### config.mk
export PLATFORM = sky130hd
export DESIGN_NAME = cluster_expander
export DESIGN_NICKNAME = d
export VERILOG_FILES = /design/src/rtl/cluster_expander_pkg.sv /design/src/rtl/cluster_seg_mask.sv /design/src/rtl/cluster_expander.sv
export SDC_FILE = /design/constraint.sdc
export NUM_CORES = 2
export LEC_CHECK = 0
export CAP_MARGIN = 15
export CORE_ASPECT_RATIO = 2
export CORE_UTILIZATION = 50
export DETAILED_ROUTE_END_ITERATION = 8
export HOLD_SLACK_MARGIN = 0.15
export MAX_ROUTING_LAYER = met4
export PLACE_DENSITY = 0.71
export SYNTH_ARGS = -nofsm -noshare
export SYNTH_HDL_FRONTEND = slang
export SYNTH_HIERARCHICAL = 1
export SYNTH_SLANG_ARGS = --single-unit
### constraint.sdc
create_clock -name clock -period 8.9 [get_ports clock]
set_input_delay 2.67 -clock clock [delete_from_list [all_inputs] [get_ports clock]]
set_output_delay 2.67 -clock clock [all_outputs]
set_load 0.03 [all_outputs]
### src/rtl/cluster_expander_pkg.sv
// rtl/cluster_expander_pkg.sv - shared constants and types for the cluster expander
package cluster_expander_pkg;

  localparam int MXSEGS  = 12;
  localparam int SEGSIZE = 64;
  localparam int NSTRIPS = MXSEGS * SEGSIZE;
  localparam int ADRB    = 10;
  localparam int CNTB    = 3;
  localparam int NCLB    = 5;
  localparam int SEGB    = 4;

  localparam logic [NCLB-1:0] MXCLUSTERS  = 5'd16;
  localparam logic [ADRB-1:0] INVALID_ADR = 10'd1023;
  localparam logic [ADRB-1:0] ADR_LIMIT   = 10'd768;

  // One extra bit so adr+cnt past strip 767 cannot wrap.
  typedef logic [ADRB:0] strip_t;

  typedef struct packed {
    logic [ADRB-1:0] adr;
    logic [CNTB-1:0] cnt;
  } cluster_word_t;

  function automatic logic adr_ok(input logic [ADRB-1:0] adr);
    return (adr < ADR_LIMIT) && (adr != INVALID_ADR);
  endfunction

endpackage

### src/rtl/cluster_seg_mask.sv
// rtl/cluster_seg_mask.sv - window mask of one strip segment for a cluster adr/cnt
module cluster_seg_mask
  import cluster_expander_pkg::*;
(
  input  logic [SEGB-1:0]    seg_idx,
  input  logic [ADRB-1:0]    adr,
  input  logic [CNTB-1:0]    cnt,
  output logic [SEGSIZE-1:0] mask
);

  strip_t base;
  strip_t lo;
  strip_t hi;
  strip_t strip;

  assign base = strip_t'(seg_idx) * strip_t'(SEGSIZE);
  assign lo   = strip_t'(adr);
  assign hi   = strip_t'(adr) + strip_t'(cnt);

  // Strips never exceed 767, so a window running past the end clips by itself.
  always_comb begin
    mask  = '0;
    strip = '0;
    for (int i = 0; i < SEGSIZE; i++) begin
      strip   = base + strip_t'(i);
      mask[i] = (strip >= lo) && (strip <= hi);
    end
  end

endmodule

### src/rtl/cluster_expander.sv
// rtl/cluster_expander.sv - rebuilds the 768-strip bitmap from cluster words; CLUSTER_OVERLAP_DETECT_EN adds overlap_err
module cluster_expander
  import cluster_expander_pkg::*;
(
  input  logic               clock,
  input  logic               reset_n,
  input  logic               frame_clock,
  input  logic               cluster_valid,
  input  logic [ADRB-1:0]    cluster_adr,
  input  logic [CNTB-1:0]    cluster_cnt,
  output logic [NSTRIPS-1:0] vpfs_out,
  output logic               vpfs_valid,
  output logic               frame_overflow,
`ifdef CLUSTER_OVERLAP_DETECT_EN
  output logic               overlap_err,
`endif
  output logic [NCLB-1:0]    frame_nclusters
);

  logic [1:0]         fc_samples;
  logic               frame_edge;
  logic               s1_valid;
  logic               s1_edge;
  cluster_word_t      s1_word;
  logic [NSTRIPS-1:0] mask;
  logic [NSTRIPS-1:0] accum;
  logic [NCLB-1:0]    nclus;
  logic               ovf_flag;
  logic               s1_ok;
  logic               room;
`ifdef CLUSTER_OVERLAP_DETECT_EN
  logic               ovl_flag;
`endif

  assign frame_edge = (fc_samples == 2'b01);
  assign s1_ok      = s1_valid && adr_ok(s1_word.adr);
  assign room       = (nclus < MXCLUSTERS);

  always_ff @(posedge clock or negedge reset_n) begin
    if (!reset_n) begin
      fc_samples <= 2'b00;
      s1_valid   <= 1'b0;
      s1_edge    <= 1'b0;
      s1_word    <= '0;
    end else begin
      fc_samples <= {fc_samples[0], frame_clock};
      s1_valid   <= cluster_valid;
      s1_edge    <= frame_edge;
      s1_word    <= {cluster_adr, cluster_cnt};
    end
  end

  for (genvar s = 0; s < MXSEGS; s++) begin : g_seg
    cluster_seg_mask u_seg (
      .seg_idx (SEGB'(s)),
      .adr     (s1_word.adr),
      .cnt     (s1_word.cnt),
      .mask    (mask[s*SEGSIZE +: SEGSIZE])
    );
  end

  // A cluster riding the swap cycle opens the new frame's accumulator.
  always_ff @(posedge clock or negedge reset_n) begin
    if (!reset_n) begin
      accum           <= '0;
      nclus           <= '0;
      ovf_flag        <= 1'b0;
      vpfs_out        <= '0;
      vpfs_valid      <= 1'b0;
      frame_overflow  <= 1'b0;
      frame_nclusters <= '0;
`ifdef CLUSTER_OVERLAP_DETECT_EN
      ovl_flag        <= 1'b0;
      overlap_err     <= 1'b0;
`endif
    end else if (s1_edge) begin
      vpfs_out        <= accum;
      vpfs_valid      <= 1'b1;
      frame_overflow  <= ovf_flag;
      frame_nclusters <= nclus;
      accum           <= s1_ok ? mask : '0;
      nclus           <= s1_ok ? NCLB'(1) : '0;
      ovf_flag        <= 1'b0;
`ifdef CLUSTER_OVERLAP_DETECT_EN
      overlap_err     <= ovl_flag;
      ovl_flag        <= 1'b0;
`endif
    end else begin
      vpfs_valid <= 1'b0;
      if (s1_ok) begin
        if (room) begin
          accum <= accum | mask;
          nclus <= nclus + NCLB'(1);
`ifdef CLUSTER_OVERLAP_DETECT_EN
          ovl_flag <= ovl_flag | (|(accum & mask));
`endif
        end else begin
          ovf_flag <= 1'b1;
        end
      end
    end
  end

endmodule

==> results summary <==
For this run, the leading register cell type out of synthesis is sky130_fd_sc_hd__dfrtp_1. The ratio of cells with drive above 1 in the final layout came out at roughly 16%. The highest fanout seen on the critical path came out at 31. The flow ran to the end, and the final reports show no timing, DRC or antenna violations.

The post-layout instance area came out at 0.1050 mm^2. The class of the most critical hold timing path is reg -> reg. By area the synthesized netlist is led by sky130_fd_sc_hd__dfrtp_1 (43%), sky130_fd_sc_hd__mux2_2 (9.7%), sky130_fd_sc_hd__a22o_1 (7.5%), sky130_fd_sc_hd__a21oi_1 (6.2%), sky130_fd_sc_hd__o21ai_0 (2.8%). The max-slew violation count is 0.

The TritonCTS clock tree is yes. The detailed-route wire length per cell is around 34 um. The later-pin clock latency in the skew report came out at around 840 ps. Across the VDD grid, the largest voltage drop is about 0.00026 V. The total negative slack for setup checks came out at 0 ps. The detailed router's first-iteration violation count is just under 10k.

The placement row count came out at 220. In the routed design, unresolved DRC markers number 0. Synthesis produced around 9.1k cells. The number of distinct library cells after synthesis came out at about 100. The post-synth design cell area is between 0.09 and 0.1 mm^2.

The floorplan step defined a die boundary enclosing about 0.18 mm^2. Global routing consumed, over all layers together, between 40% and 50% of the routing resources. The worst setup path is of the reg -> reg kind. Setup repair after global routing left no endpoint under its margin. The met2 layer wire length in the routed design is ~200 mm. Summed over all nets, the half-perimeter wirelength after detailed placement is a little under 300 mm. The warning count from the yosys run came out at 6. The count of flip-flops with a built-in enable after synthesis came out at 0. The number of global-route vias before repair is between 80k and 90k.

CTS placed an instance of sky130_fd_sc_hd__clkbuf_16 at the clock tree root. The count of hold-fix buffers inserted at cts is 0. The total detailed-routing wirelength came out at between 400 and 500 mm.

The height of the die is around 600 um. The maximum root-to-sink buffer count came out at 4. The starting utilization of the core area is between 50% and 60%. The length of the first detailed-routing pass in iterations is 8.

The leakage dissipation is around 44 nW. The power density relative to cell area came out at 253.9 mW/mm^2. The number of endpoints failing setup at the final stage is 0.

The post-layout instance count excluding filler cells is about 12k. The H-tree level count came out at 4. The initial antenna violation count is 16. The detailed route wirelength on metal3 came out at roughly 37 mm. The area of the core is 0.1795 mm^2. The share of synthesized area occupied by flip-flops and latches came out at approximately 43%.

The count of input and output buffers is between 700 and 800. From left edge to right edge, the die measures 302.4 um. The final period demand of the worst path is between 5000 and 6000 ps. The maximum operating frequency came out at between 150 and 200 MHz. In this run the count of I/O pins placed on the die edge is just under 800.

The post-synthesis average cell area came out at between 9 and 10 um^2. The number of hold-slack violations in the final timing report is 0. The number of nets in the final layout came out at about 10k. The final hold slack is 367.1 ps. The largest total area in the synthesized netlist belongs to sky130_fd_sc_hd__dfrtp_1. STA puts the critical path data required time at around 9600 ps. The number of buffers inserted to repair setup after CTS came out at 0.

The remaining number of nets flagged by the antenna check after routing came out at 0. The first global-routing pass estimated around 600 mm of wire. After clock tree synthesis, the clock-pin slew on the worst setup and hold paths is approximately 70 ps.

The routability congestion estimate from global placement is 1.102. Clock tree synthesis found a total of approximately 1.6k sinks. The total of cells resized after clock tree synthesis is 0. The routed layout has about 85k vias. The share of synthesized registers carrying an async set or reset came out at 100.0%. Dividing the final minimum period by the clock period gives a little under two thirds. Signal routing reaches up to met4. The count of state elements after synthesis is about 1.6k.

The pin count of the biggest net entering global routing came out at ~210. The normalized max-slew margin is 9.879%. The reported max-cap violation count is 0.

The count of placed standard cells including taps came out at about 12k. The number of buffers created by CTS came out at 149. The data arrival at the endpoint of the critical path came out at between 6000 and 7000 ps.

The share of synthesized area in the top cell type comes to 43.43%. From synthesis to final layout, the design area changed by 16.42%. The worst setup path is launched from a register.

The endpoint kind of the worst setup timing path is a register. The via density per instance is between 7 and 8. The slew at the pin with the worst max-slew slack is between 1000 and 1500 ps. The leftover overflow at the end of global routing is 0. The met1 routed wirelength after detailed routing came out at 139.4 mm. The largest clock skew in the final design is slightly below 70 ps. The placed instances occupy a cell area of around 0.10 mm^2.
## area by class of cell
type | instances | area [um^2]
fill | 14770 | 74420
multi-input combinational | 6871 | 47850
sequential | 1566 | 39230
timing repair buffer | 993 | 9620
clock buffer | 201 | 4267
tap | 2331 | 2917
clock inverter | 57 | 661.9
inverter | 121 | 461.7
antenna | 15 | 37.54
## cell usage after synthesis (23+ instances only)
| cell | number |
|---|---|
| sky130_fd_sc_hd__buf_4 | 101 |
| sky130_fd_sc_hd__and2_1 | 41 |
| sky130_fd_sc_hd__nor4_1 | 113 |
| sky130_fd_sc_hd__a31oi_1 | 62 |
| sky130_fd_sc_hd__a21o_1 | 89 |
| sky130_fd_sc_hd__inv_1 | 120 |
| sky130_fd_sc_hd__a311oi_1 | 26 |
| sky130_fd_sc_hd__o31a_1 | 33 |
| sky130_fd_sc_hd__nand3_1 | 334 |
| sky130_fd_sc_hd__o221ai_1 | 84 |
| sky130_fd_sc_hd__buf_2 | 223 |
| sky130_fd_sc_hd__nor2_1 | 453 |
| sky130_fd_sc_hd__mux2_2 | 774 |
| sky130_fd_sc_hd__o31ai_1 | 179 |
| sky130_fd_sc_hd__o21a_1 | 32 |
| sky130_fd_sc_hd__nand2b_1 | 55 |
| sky130_fd_sc_hd__nor3_2 | 33 |
| sky130_fd_sc_hd__nor3_1 | 114 |
| sky130_fd_sc_hd__o41ai_1 | 33 |
| sky130_fd_sc_hd__a21boi_0 | 28 |
| sky130_fd_sc_hd__buf_6 | 26 |
| sky130_fd_sc_hd__a21oi_2 | 60 |
| sky130_fd_sc_hd__and4_1 | 23 |
| sky130_fd_sc_hd__nand4_1 | 116 |
| sky130_fd_sc_hd__nand2_1 | 668 |
| sky130_fd_sc_hd__xnor2_1 | 60 |
| sky130_fd_sc_hd__ha_1 | 157 |
| sky130_fd_sc_hd__o21ai_1 | 54 |
| sky130_fd_sc_hd__a211oi_1 | 30 |
| sky130_fd_sc_hd__o21ai_0 | 507 |
| sky130_fd_sc_hd__a22o_1 | 771 |
| sky130_fd_sc_hd__a21oi_1 | 1120 |
| sky130_fd_sc_hd__or3_1 | 59 |
| sky130_fd_sc_hd__a221oi_1 | 50 |
| sky130_fd_sc_hd__and3_1 | 87 |
| sky130_fd_sc_hd__o22ai_1 | 28 |
| sky130_fd_sc_hd__o211ai_1 | 34 |
| sky130_fd_sc_hd__dfrtp_1 | 1566 |
| sky130_fd_sc_hd__clkbuf_1 | 284 |
## critical path: stages, from the launching register on
cell                       delay (ps)
sky130_fd_sc_hd__dfrtp_4          810
sky130_fd_sc_hd__buf_4            620
sky130_fd_sc_hd__ha_1             390
sky130_fd_sc_hd__fa_1             460
sky130_fd_sc_hd__a21oi_4          200
sky130_fd_sc_hd__nor2_1           190
sky130_fd_sc_hd__nand3_1          140
sky130_fd_sc_hd__xnor2_1          180
sky130_fd_sc_hd__ha_1             310
sky130_fd_sc_hd__and4_1           330
sky130_fd_sc_hd__o31ai_4          270
sky130_fd_sc_hd__a311oi_1         650
sky130_fd_sc_hd__or2_1            490
sky130_fd_sc_hd__a32oi_1          190
sky130_fd_sc_hd__a22o_1           230
## power by group
group	total (mW)	internal, mW	switching, mW	leakage, nW
clock network	6.64	3.69	2.95	2.42
logic	9.84	3.72	6.12	21.1
registers	10.2	8.77	1.42	20.0
## stage by stage
stage	util (%)	setup slack, ps	power (mW)
3_5_place_dp	55.72	3479	19.74
4_1_cts	58.47	3453	26.42
2_1_floorplan	-	3922	15.28
5_1_grt	58.53	3139	27.42
3_3_place_gp	55.69	3727	19.48
6_report	58.53	3226	26.67
## cell usage in the layout, fill, tap and decap left out, types with 55 or more instances in the layout
cell type | netlist | layout
sky130_fd_sc_hd__a21o_1 | 89 | 89
sky130_fd_sc_hd__a21oi_1 | 1120 | 1119
sky130_fd_sc_hd__a21oi_2 | 60 | 61
sky130_fd_sc_hd__a22o_1 | 771 | 771
sky130_fd_sc_hd__a31oi_1 | 62 | 62
sky130_fd_sc_hd__and3_1 | 87 | 87
sky130_fd_sc_hd__buf_4 | 101 | 174
sky130_fd_sc_hd__clkbuf_16 | 0 | 151
sky130_fd_sc_hd__clkdlybuf4s50_1 | 0 | 790
sky130_fd_sc_hd__conb_1 | 2 | 108
sky130_fd_sc_hd__dfrtp_1 | 1566 | 1552
sky130_fd_sc_hd__ha_1 | 157 | 157
sky130_fd_sc_hd__inv_1 | 120 | 120
sky130_fd_sc_hd__mux2_2 | 774 | 774
sky130_fd_sc_hd__nand2_1 | 668 | 668
sky130_fd_sc_hd__nand2b_1 | 55 | 55
sky130_fd_sc_hd__nand3_1 | 334 | 334
sky130_fd_sc_hd__nand4_1 | 116 | 116
sky130_fd_sc_hd__nor2_1 | 453 | 453
sky130_fd_sc_hd__nor3_1 | 114 | 109
sky130_fd_sc_hd__nor4_1 | 113 | 102
sky130_fd_sc_hd__o21ai_0 | 507 | 502
sky130_fd_sc_hd__o21ai_1 | 54 | 59
sky130_fd_sc_hd__o221ai_1 | 84 | 84
sky130_fd_sc_hd__o31ai_1 | 179 | 178
sky130_fd_sc_hd__or3_1 | 59 | 59
sky130_fd_sc_hd__xnor2_1 | 60 | 59
## logic make-up (layout without fill, tap and decap cells)
family                     after synthesis  count (layout)  synth area share (%)
AOI/OAI and AO/OA                     3479            3479                 26.77
and+or+nand+nor                       2269            2269                 12.82
DFF                                   1566            1566                 43.43
buffers and inverters                  775            1372                 4.174
muxes                                  774             774                 9.659
adders and majority gates              169             169                 2.443
xor gates and xnor gates                72              72                0.6988
other                                    2             123              0.008323
## final timing paths
kind                               startpoint             to  slack [ps]  cells after the start
worst max-delay path               s1_word[3]     accum[357]        3230                     14
min in group asynchronous             reset_n     accum[206]        1810                      1
worst min register to register  fc_samples[0]  fc_samples[1]         370                      0
max in group asynchronous             reset_n  vpfs_out[334]        5090                      3
worst max register to register     s1_word[3]     accum[357]        3230                     14
worst min-delay path            fc_samples[0]  fc_samples[1]         370                      0
## state kept, by name (all words and copies together) (netlist names)
name             cells
vpfs_valid           1
ovf_flag             1
s1_edge              1
s1_valid             1
frame_nclusters      5
frame_overflow       1
s1_word             13
nclus                5
accum              768
vpfs_out           768
fc_samples           2
## per-layer routing
layer  up-vias  global-route usage [%]
li1      35760                       -
met1     42160                   48.63
met2      5636                   72.82
met3      1918                   10.21
met4         0                   36.55
met5         -                       -
Note: power is estimated with default switching activity, not from simulation.
